### src/rtl/inst_fetch_resp_if.sv
// rtl/inst_fetch_resp_if.sv - PC, instruction-memory and decode handshake bundle for inst_fetch_resp
interface inst_fetch_resp_if #(
    parameter int ADDR_W = 32,
    parameter int DATA_W = 32
);
    logic [ADDR_W-1:0] pc_i;
    logic              pc_valid_i;
    logic              pc_ready_o;
    logic              flush_i;
    logic              mem_req_o;
    logic [ADDR_W-1:0] mem_addr_o;
    logic              mem_gnt_i;
    logic              mem_rvalid_i;
    logic [DATA_W-1:0] mem_rdata_i;
    logic              inst_valid_o;
    logic [DATA_W-1:0] inst_o;
    logic [ADDR_W-1:0] inst_addr_o;
    logic              inst_err_o;
    logic              inst_ready_i;

    modport slave (
        input  pc_i, pc_valid_i, flush_i, mem_gnt_i, mem_rvalid_i, mem_rdata_i, inst_ready_i,
        output pc_ready_o, mem_req_o, mem_addr_o, inst_valid_o, inst_o, inst_addr_o, inst_err_o
    );

    modport master (
        output pc_i, pc_valid_i, flush_i, mem_gnt_i, mem_rvalid_i, mem_rdata_i, inst_ready_i,
        input  pc_ready_o, mem_req_o, mem_addr_o, inst_valid_o, inst_o, inst_addr_o, inst_err_o
    );
endinterface

### src/rtl/inst_fetch_resp.sv
// rtl/inst_fetch_resp.sv - in-order instruction fetch responder with credit, flush and misalign handling
module inst_fetch_resp #(
    parameter int              ADDR_W    = 32,
    parameter int              DATA_W    = 32,
    parameter int              DEPTH     = 2,
    parameter logic [DATA_W-1:0] NOP_INSTR = 32'h00000013
) (
    input  logic               clk,
    input  logic               rst,
    inst_fetch_resp_if.slave   bus
);
    localparam int PTR_W = $clog2(DEPTH);
    localparam int CNT_W = PTR_W + 1;

    typedef logic [PTR_W-1:0] ptr_t;
    typedef logic [CNT_W-1:0] cnt_t;
    typedef struct packed {
        logic              err;
        logic [DATA_W-1:0] data;
        logic [ADDR_W-1:0] addr;
    } entry_t;

    logic [ADDR_W-1:0] aq_mem_q [DEPTH];
    logic [ADDR_W-1:0] aq_mem_d [DEPTH];
    entry_t            fifo_mem_q [DEPTH];
    entry_t            fifo_mem_d [DEPTH];
    ptr_t aq_wr_q, aq_wr_d, aq_rd_q, aq_rd_d;
    ptr_t fifo_wr_q, fifo_wr_d, fifo_rd_q, fifo_rd_d;
    cnt_t aq_cnt_q, aq_cnt_d, fifo_cnt_q, fifo_cnt_d;
    cnt_t outstanding_q, outstanding_d, drop_q, drop_d;

    logic           credit, aligned, can_go, mem_req, acc_mem, acc_mis;
    logic           rsp, push_rsp, fifo_push, fifo_pop, fifo_valid;
    cnt_t           live;
    logic [CNT_W:0] occupancy;
    entry_t         push_entry, head;

    // Credit, acceptance, queue and counter next-state; flush overrides everything
    always_comb begin
        live       = outstanding_q - drop_q;
        occupancy  = {1'b0, live} + {1'b0, fifo_cnt_q};
        credit     = occupancy < (CNT_W+1)'(DEPTH);
        aligned    = bus.pc_i[1:0] == 2'b00;
        can_go     = ~rst & bus.pc_valid_i & credit & ~bus.flush_i;
        mem_req    = can_go & aligned;
        acc_mem    = mem_req & bus.mem_gnt_i;
        // misaligned fetches wait for earlier memory fetches so order is preserved
        acc_mis    = can_go & ~aligned & (aq_cnt_q == '0);
        rsp        = bus.mem_rvalid_i;
        push_rsp   = rsp & (drop_q == '0) & ~bus.flush_i;
        fifo_valid = fifo_cnt_q != '0;
        fifo_pop   = fifo_valid & bus.inst_ready_i;
        fifo_push  = push_rsp | acc_mis;
        head       = fifo_mem_q[fifo_rd_q];

        if (push_rsp) begin
            push_entry = '{err: 1'b0, data: bus.mem_rdata_i, addr: aq_mem_q[aq_rd_q]};
        end else begin
            push_entry = '{err: 1'b1, data: NOP_INSTR, addr: bus.pc_i};
        end

        outstanding_d = outstanding_q + cnt_t'(acc_mem) - cnt_t'(rsp);
        drop_d        = drop_q;
        aq_mem_d      = aq_mem_q;
        aq_wr_d       = aq_wr_q;
        aq_rd_d       = aq_rd_q;
        aq_cnt_d      = aq_cnt_q;
        fifo_mem_d    = fifo_mem_q;
        fifo_wr_d     = fifo_wr_q;
        fifo_rd_d     = fifo_rd_q;
        fifo_cnt_d    = fifo_cnt_q;

        if (bus.flush_i) begin
            // every response still owed by memory belongs to the old path
            drop_d     = outstanding_q - cnt_t'(rsp);
            aq_wr_d    = '0;
            aq_rd_d    = '0;
            aq_cnt_d   = '0;
            fifo_wr_d  = '0;
            fifo_rd_d  = '0;
            fifo_cnt_d = '0;
        end else begin
            if (rsp && drop_q != '0) begin
                drop_d = drop_q - cnt_t'(1);
            end
            if (acc_mem) begin
                aq_mem_d[aq_wr_q] = bus.pc_i;
                aq_wr_d           = aq_wr_q + ptr_t'(1);
            end
            if (push_rsp) begin
                aq_rd_d = aq_rd_q + ptr_t'(1);
            end
            aq_cnt_d = aq_cnt_q + cnt_t'(acc_mem) - cnt_t'(push_rsp);
            if (fifo_push) begin
                fifo_mem_d[fifo_wr_q] = push_entry;
                fifo_wr_d             = fifo_wr_q + ptr_t'(1);
            end
            if (fifo_pop) begin
                fifo_rd_d = fifo_rd_q + ptr_t'(1);
            end
            fifo_cnt_d = fifo_cnt_q + cnt_t'(fifo_push) - cnt_t'(fifo_pop);
        end
    end

    // Control state register with synchronous reset
    always_ff @(posedge clk) begin
        if (rst) begin
            outstanding_q <= '0;
            drop_q        <= '0;
            aq_wr_q       <= '0;
            aq_rd_q       <= '0;
            aq_cnt_q      <= '0;
            fifo_wr_q     <= '0;
            fifo_rd_q     <= '0;
            fifo_cnt_q    <= '0;
        end else begin
            outstanding_q <= outstanding_d;
            drop_q        <= drop_d;
            aq_wr_q       <= aq_wr_d;
            aq_rd_q       <= aq_rd_d;
            aq_cnt_q      <= aq_cnt_d;
            fifo_wr_q     <= fifo_wr_d;
            fifo_rd_q     <= fifo_rd_d;
            fifo_cnt_q    <= fifo_cnt_d;
        end
    end

    // Queue storage; contents are only meaningful behind valid counts, so no reset
    always_ff @(posedge clk) begin
        aq_mem_q   <= aq_mem_d;
        fifo_mem_q <= fifo_mem_d;
    end

    // Counters must never wrap and memory must never answer unrequested reads
    always_ff @(posedge clk) begin
        if (!rst) begin
            assert (!(acc_mem && !rsp && outstanding_q == {CNT_W{1'b1}}));
            assert (!(rsp && outstanding_q == '0));
        end
    end

    assign bus.mem_req_o    = mem_req;
    assign bus.mem_addr_o   = mem_req ? bus.pc_i : '0;
    assign bus.pc_ready_o   = acc_mem | acc_mis;
    assign bus.inst_valid_o = fifo_valid;
    assign bus.inst_o       = fifo_valid ? head.data : '0;
    assign bus.inst_addr_o  = fifo_valid ? head.addr : '0;
    assign bus.inst_err_o   = fifo_valid & head.err;
endmodule
### src/flat_wrapper.sv
// flat-port wrapper written by rule: the top's interface ports become plain ports
module inst_fetch_resp_flat 
#(
    parameter int              ADDR_W    = 32,
    parameter int              DATA_W    = 32,
    parameter int              DEPTH     = 2,
    parameter logic [DATA_W-1:0] NOP_INSTR = 32'h00000013
)
  (clk, rst, bus_pc_i, bus_pc_valid_i, bus_flush_i, bus_mem_gnt_i, bus_mem_rvalid_i, bus_mem_rdata_i, bus_inst_ready_i, bus_pc_ready_o, bus_mem_req_o, bus_mem_addr_o, bus_inst_valid_o, bus_inst_o, bus_inst_addr_o, bus_inst_err_o);
  inst_fetch_resp_if #(.ADDR_W(ADDR_W), .DATA_W(DATA_W)) bus_i ();
  input  logic clk;
  input  logic rst;
  input wire logic [$bits(bus_i.pc_i)-1:0] bus_pc_i;
  input wire logic [$bits(bus_i.pc_valid_i)-1:0] bus_pc_valid_i;
  input wire logic [$bits(bus_i.flush_i)-1:0] bus_flush_i;
  input wire logic [$bits(bus_i.mem_gnt_i)-1:0] bus_mem_gnt_i;
  input wire logic [$bits(bus_i.mem_rvalid_i)-1:0] bus_mem_rvalid_i;
  input wire logic [$bits(bus_i.mem_rdata_i)-1:0] bus_mem_rdata_i;
  input wire logic [$bits(bus_i.inst_ready_i)-1:0] bus_inst_ready_i;
  output wire logic [$bits(bus_i.pc_ready_o)-1:0] bus_pc_ready_o;
  output wire logic [$bits(bus_i.mem_req_o)-1:0] bus_mem_req_o;
  output wire logic [$bits(bus_i.mem_addr_o)-1:0] bus_mem_addr_o;
  output wire logic [$bits(bus_i.inst_valid_o)-1:0] bus_inst_valid_o;
  output wire logic [$bits(bus_i.inst_o)-1:0] bus_inst_o;
  output wire logic [$bits(bus_i.inst_addr_o)-1:0] bus_inst_addr_o;
  output wire logic [$bits(bus_i.inst_err_o)-1:0] bus_inst_err_o;
  assign bus_i.pc_i = bus_pc_i;
  assign bus_i.pc_valid_i = bus_pc_valid_i;
  assign bus_i.flush_i = bus_flush_i;
  assign bus_i.mem_gnt_i = bus_mem_gnt_i;
  assign bus_i.mem_rvalid_i = bus_mem_rvalid_i;
  assign bus_i.mem_rdata_i = bus_mem_rdata_i;
  assign bus_i.inst_ready_i = bus_inst_ready_i;
  assign bus_pc_ready_o = bus_i.pc_ready_o;
  assign bus_mem_req_o = bus_i.mem_req_o;
  assign bus_mem_addr_o = bus_i.mem_addr_o;
  assign bus_inst_valid_o = bus_i.inst_valid_o;
  assign bus_inst_o = bus_i.inst_o;
  assign bus_inst_addr_o = bus_i.inst_addr_o;
  assign bus_inst_err_o = bus_i.inst_err_o;
  inst_fetch_resp #(.ADDR_W(ADDR_W), .DATA_W(DATA_W), .DEPTH(DEPTH), .NOP_INSTR(NOP_INSTR)) u_core (.clk(clk), .rst(rst), .bus(bus_i));
endmodule
### config.mk
export PLATFORM = sky130hd
export DESIGN_NAME = inst_fetch_resp_flat
export DESIGN_NICKNAME = d
export VERILOG_FILES = /design/src/rtl/inst_fetch_resp_if.sv /design/src/rtl/inst_fetch_resp.sv /design/src/flat_wrapper.sv
export SDC_FILE = /design/constraint.sdc
export NUM_CORES = 1
export LEC_CHECK = 0
export BUFFER_PORTS_ARGS = -buffer_cell sky130_fd_sc_hd__buf_2
export CORE_UTILIZATION = 45
export CTS_BUF_LIST = sky130_fd_sc_hd__clkbuf_16
export DETAILED_ROUTE_END_ITERATION = 6
export HOLD_SLACK_MARGIN = 0.05
export PLACE_DENSITY = 0.67
export SYNTH_ARGS = -nofsm -noshare
export SYNTH_HDL_FRONTEND = slang
export SYNTH_SLANG_ARGS = --single-unit
### constraint.sdc
create_clock -name clk -period 15.6 [get_ports clk]
set_input_delay 3.12 -clock clk [delete_from_list [all_inputs] [get_ports clk]]
set_output_delay 3.12 -clock clk [all_outputs]
set_load 0.01 [all_outputs]
==> results of run 1 <==
==> cell families (layout without fill, tap and decap cells) <==
family          Yosys count  in the layout  synth area share, %
flops                   206            206                 70.3
mux                      97             97                 11.3
simple gates            193            193                 11.1
xor+xnor                 11             11                 1.12
fa+ha+maj                 6              6                0.957
buf+inv                  47            222                 2.35
compound gates           46             46                 2.91
other cells               1              2               0.0435
==> where the power goes <==
part,switching [mW],internal (mW)
Sequential,0.00866,0.630
Combinational,0.0643,0.0399
Clock,0.205,0.333
Total,0.278,1.00
==> worst max-delay path by stage <==
stage | cells past startpoint | slack [ps] | endpoint
floorplan | 7 | 8310 | u_core.fifo_mem_q[100]
global placement | 7 | 8000 | bus_mem_addr_o[20]
detailed placement | 7 | 7900 | bus_mem_addr_o[20]
CTS | 7 | 7890 | bus_mem_addr_o[20]
global route | 7 | 7780 | bus_mem_addr_o[20]
finish | 7 | 7910 | bus_mem_addr_o[20]
==> state kept, by name (all words and copies together), names as in the netlist <==
name,cells
u_core.aq_wr_q,1
u_core.fifo_mem_q,130
u_core.drop_q,2
u_core.fifo_rd_q,1
u_core.fifo_wr_q,1
u_core.aq_rd_q,1
u_core.aq_mem_q,64
u_core.aq_cnt_q,2
u_core.fifo_cnt_q,2
u_core.outstanding_q,2
==> layout by cell type, fill, tap and decap left out, types with 2 or more instances in the layout <==
master | Yosys | routed
edfxtp_1 | 194 | 194
buf_2 | 14 | 168
mux2i_1 | 97 | 97
nor2_1 | 81 | 77
and2_1 | 60 | 60
o21ai_0 | 36 | 36
nand2_1 | 35 | 35
clkbuf_16 | 0 | 23
inv_1 | 9 | 11
dfxtp_1 | 12 | 10
xnor2_1 | 9 | 9
or3_1 | 5 | 5
ha_1 | 5 | 5
clkinv_2 | 0 | 5
clkinv_1 | 0 | 5
nor2_4 | 0 | 4
nor3_1 | 4 | 4
bufinv_16 | 0 | 4
buf_4 | 2 | 4
a21oi_1 | 3 | 3
a211oi_1 | 3 | 3
or2_2 | 2 | 2
nand2b_1 | 2 | 2
xor2_1 | 2 | 2
conb_1 | 1 | 2
==> through the flow <==
stage	area [µm²]	setup WS, ps	util [%]
floorplan	8630	8310	-
global placement	9670	8000	51.5
detailed placement	9670	7900	51.5
CTS	10400	7890	55.6
global route	10400	7780	55.6
finish	10400	7910	55.6
==> synthesized netlist by cell type (all sizes together) <==
library cell | n | share of area (%)
a211oi | 3 | 0.26
a21bo | 1 | 0.12
a21oi | 3 | 0.17
and2 | 60 | 4.4
and4b | 1 | 0.13
buf | 20 | 1.2
clkbuf | 17 | 0.75
conb | 1 | 0.043
dfxtp | 12 | 2.8
edfxtp | 194 | 68
fa | 1 | 0.23
ha | 5 | 0.73
inv | 10 | 0.43
mux2i | 97 | 11
nand2 | 35 | 1.5
nand2b | 2 | 0.14
nand4 | 1 | 0.25
nor2 | 81 | 3.5
nor3 | 5 | 0.35
nor4bb | 1 | 0.29
o2111ai | 1 | 0.10
o21a | 2 | 0.17
o21ai | 36 | 2.1
or2 | 2 | 0.14
or3 | 5 | 0.36
xnor2 | 9 | 0.91
xor2 | 2 | 0.20
==> per-layer routing <==
layer	vias up	wire, µm	global-route usage [%]
met5	-	0	0
met4	0	352	5.09
met3	32	1060	3.28
met2	176	8670	32.0
met1	2474	7280	21.3
li1	2490	-	-
==> layout make-up <==
type                            count  area (µm²)
Inverter                           10        37.5
Timing Repair Buffer              172         871
Fill cell                        1558        8340
Tap cell                          234         293
Multi-Input combinational cell    355        2400
Sequential cell                   206        6070
Clock buffer                       23         576
Clock inverter                     17         180
==> critical path: stages <==
cell,delay (ps)
buf_2,170
nor4bb_4,390
nand2_1,150
nor3_2,130
buf_4,290
and2_1,170
buf_2,130
==> results.yml, run 1 <==
synth:
  ys_warn_count: 0
  syn_area_per_cell_um2: 14.2
  synth-seq-cells: 206
  yosysSeqAreaShare_pct: 70.3
  syn_inst: 607
  syn_area_mm2: 0.00863
  synth_cell_type_count: 32
global_route:
  grt_overflow: 0
  grt_pass1_vias: 5281
  grt_usage_pct: 17.6
  grt_antenna_before_repair: 0
  grt_max_degree: 68
  grt_pass1_wl_um: 27200
clock_network:
  clock_sinks: 206
  cts_tree: "built"
  postCtsHoldBufs: 0
  clock_latency_ps: 490
  htree_levels: 1
  numCtsBuffers: 22
  cts_resized: 0
  clockRootBuffer: "clkbuf_16"
  cts_setup_buffers: 0
  clkSlewWorstSetupHoldPaths_ps: 60
  clockBufferDepth: 3
placement:
  hpwl_um: 10400
  dpl.cell_count: 977
  io_buffers: 168
  routabilityCongestion: 0.774
drt:
  first_pass_iters: 5
  drt_iter0_markers: 227
  wl_per_cell_um: 17.1
  drc: 0
  drt-total-wl_um: 17400
  via_per_inst: 5.09
  final_antenna_net_count: 0
  routed-via-count: 5172
timing:
  slew_violations: 0
  fmax_ghz: 0.130
  slew_headroom_pct: 25.1
  setup_viol: 0
  grt_setup_unrepaired: "false"
  tns_ps: 0
  worst_slew_pin_slew_ps: 1120
  finalCritPeriodShare_pct: 49.3
  hold_viol_final: 0
  hold_ws_ps: 614
  fin_skew_ps: 8.23
  period_minus_slack_ps: 7690
hold_path:
  hold_path.startpoint: "u_core.aq_cnt_q[1]"
  hold_end: "u_core.aq_cnt_q[1]"
  hold_class: "reg -> reg"
  min_path_cells: 3
cells_and_area:
  n_antenna_cell: 0
  drive_above_1_share_pct: 28.1
  num-nets-final: 844
  area_growth_pct: 20.9
  layoutNonFillerInstCount: 1017
setup_path:
  critPathMaxFanout: 31
  startpoint: "bus_flush_i"
  cp-end-kind: "primary output"
  start_kind: "input pin"
  r2r_start: "u_core.outstanding_q[0]"
  path_class: "in -> out"
  required_ps: 12480
  r2r-end: "u_core.fifo_mem_q[73]"
  critPathArrivalTime_ps: 4570
  r2r_cells: 10
  rrSetupSlack_ps: 12060
floorplan:
  io_pins: 171
  dieArea_mm2: 0.0197
  chipHeight_um: 140
  rows: 50
  die_w_um: 140
  initial_utilization_pct: 46.0
  coreArea_mm2: 0.0188
pwr:
  peakVddDrop_mv: 0.0713
  finalPower_mw: 1.28
  power-per-cell-area_mw_per_mm2: 123
  leakagePower_nw: 3.95
flow_run:
  cap_violations: 0
outcome:
  outcome: "completed"
No activity file was read; power rests on OpenSTA's default activity.
==> run 2, diff against run 1 <==
==> constraint.sdc (replaced) <==
create_clock -name clk -period 7.8 [get_ports clk]
set_input_delay 1.56 -clock clk [delete_from_list [all_inputs] [get_ports clk]]
set_output_delay 1.56 -clock clk [all_outputs]
set_load 0.01 [all_outputs]
==> results.yml, run 2 (synthesis gave the netlist of run 1 again) <==
timing:
  period_minus_slack_ps: 4710
  fin_skew_ps: 10.7
  finalCritPeriodShare_pct: 60.3
  slew_headroom_pct: 19.9
  tns_ps: 0
  slew_violations: 0
  worst_slew_pin_slew_ps: 1200
  hold_viol_final: 0
  setup_viol: 0
  grt_setup_unrepaired: "false"
  fmax_ghz: 0.212
placement:
  routabilityCongestion: 0.793
  io_buffers: 168
  hpwl_um: 10600
global_route:
  grt_overflow: 0
  grt_antenna_before_repair: 1
  grt_pass1_vias: 5116
  grt_usage_pct: 17.3
  grt_pass1_wl_um: 26600
  grt_max_degree: 68
outcome:
  outcome: "completed"
setup_path:
  critPathArrivalTime_ps: 3150
  startpoint: "u_core.drop_q[0]"
  start_kind: "register"
  path_class: "reg -> out"
  critPathMaxFanout: 31
  required_ps: 6240
  cp-end-kind: "primary output"
  r2r_start: "u_core.drop_q[0]"
drt:
  first_pass_iters: 4
  drt_iter0_markers: 259
  via_per_inst: 5.08
  wl_per_cell_um: 16.9
  routed-via-count: 5139
  drt-total-wl_um: 17100
  drc: 0
  final_antenna_net_count: 0
clock_network:
  clock_latency_ps: 500
  postCtsHoldBufs: 0
  cts_resized: 0
  htree_levels: 1
  clock_sinks: 206
  clockBufferDepth: 3
  cts_tree: "built"
  clockRootBuffer: "clkbuf_16"
  cts_setup_buffers: 0
  numCtsBuffers: 21
  clkSlewWorstSetupHoldPaths_ps: 60
cells_and_area:
  final_cell_mix: "edfxtp_1, buf_2, mux2i_1, nor2_1, and2_1"
  layout_commonest_cell: "edfxtp_1"
  n_fill_cell: 1564
  multi_input_area_mm2: 0.00240
  drive_above_1_share_pct: 27.9
  area_growth_pct: 19.5
  num-nets-final: 842
  reg_top3: "u_core.fifo_mem_q (130), u_core.aq_mem_q (64)"
  seqCellArea_mm2: 0.00607
  top_register: "u_core.fifo_mem_q"
  n_antenna_cell: 0
  largest_reg_flops: 130
hold_path:
  hold_path.startpoint: "u_core.aq_cnt_q[1]"
  hold_class: "reg -> reg"
pwr:
  leakagePower_nw: 3.89
  peakVddDrop_mv: 0.145
  finalPower_mw: 2.43
  power-per-cell-area_mw_per_mm2: 236
flow_run:
  cap_violations: 0
floorplan:
  coreArea_mm2: 0.0188
  io_pins: 171
  chipHeight_um: 140
  die_w_um: 140
  dieArea_mm2: 0.0197
  rows: 50
  initial_utilization_pct: 46.0
run 2: report_power, final:
group	internal, mW	switching [mW]
Combinational	0.0803	0.125
Sequential	1.26	0.0195
Clock	0.554	0.396
Total	1.89	0.540
run 2: worst max-delay path, stage by stage (launching register included):
cell and delay (ps):
dfxtp_1 340, ha_1 210, xnor2_1 200, xnor2_1 110
fa_1 550, nor4bb_4 390, nand2_1 140, nor3_2 120
buf_4 280, and2_1 170, buf_2 120
run 2: final timing paths:
kind / end / slack (ps) / depth (start not counted)
worst min register to register: u_core.aq_cnt_q[1] / 620 / 3
worst min-delay path: u_core.aq_cnt_q[1] / 620 / 3
worst max register to register: u_core.fifo_mem_q[69] / 3820 / 9
worst max-delay path: bus_mem_addr_o[18] / 3090 / 10
run 2: final cells by class:
type | count | area share [%]
Timing Repair Buffer | 171 | 8.37
Tap cell | 234 | 2.84
Sequential cell | 206 | 58.9
Clock inverter | 14 | 1.15
Clock buffer | 21 | 5.10
Multi-Input combinational cell | 355 | 23.3
Inverter | 10 | 0.364
run 2: metal layers:
metal | vias up | GRT usage [%] | routed length [µm]
met5 | - | 0 | 12
li1 | 2479 | - | -
met1 | 2448 | 22.8 | 7580
met4 | 2 | 5.32 | 408
met2 | 176 | 29.2 | 8190
met3 | 34 | 3.18 | 933
run 2: metrics by stage:
step           cell area [µm²]  cells  hold slack (ps)  worst slack [ps]  util [%]
2_1_floorplan             8630    608              521              2070         -
3_3_place_gp              9670    976              568              2810      51.5
3_5_place_dp              9670    976              602              2730      51.5
4_1_cts                  10300   1011              614              3060      54.9
5_1_grt                  10300   1011              668              2820      54.9
6_report                 10300   1011              617              3090      54.9
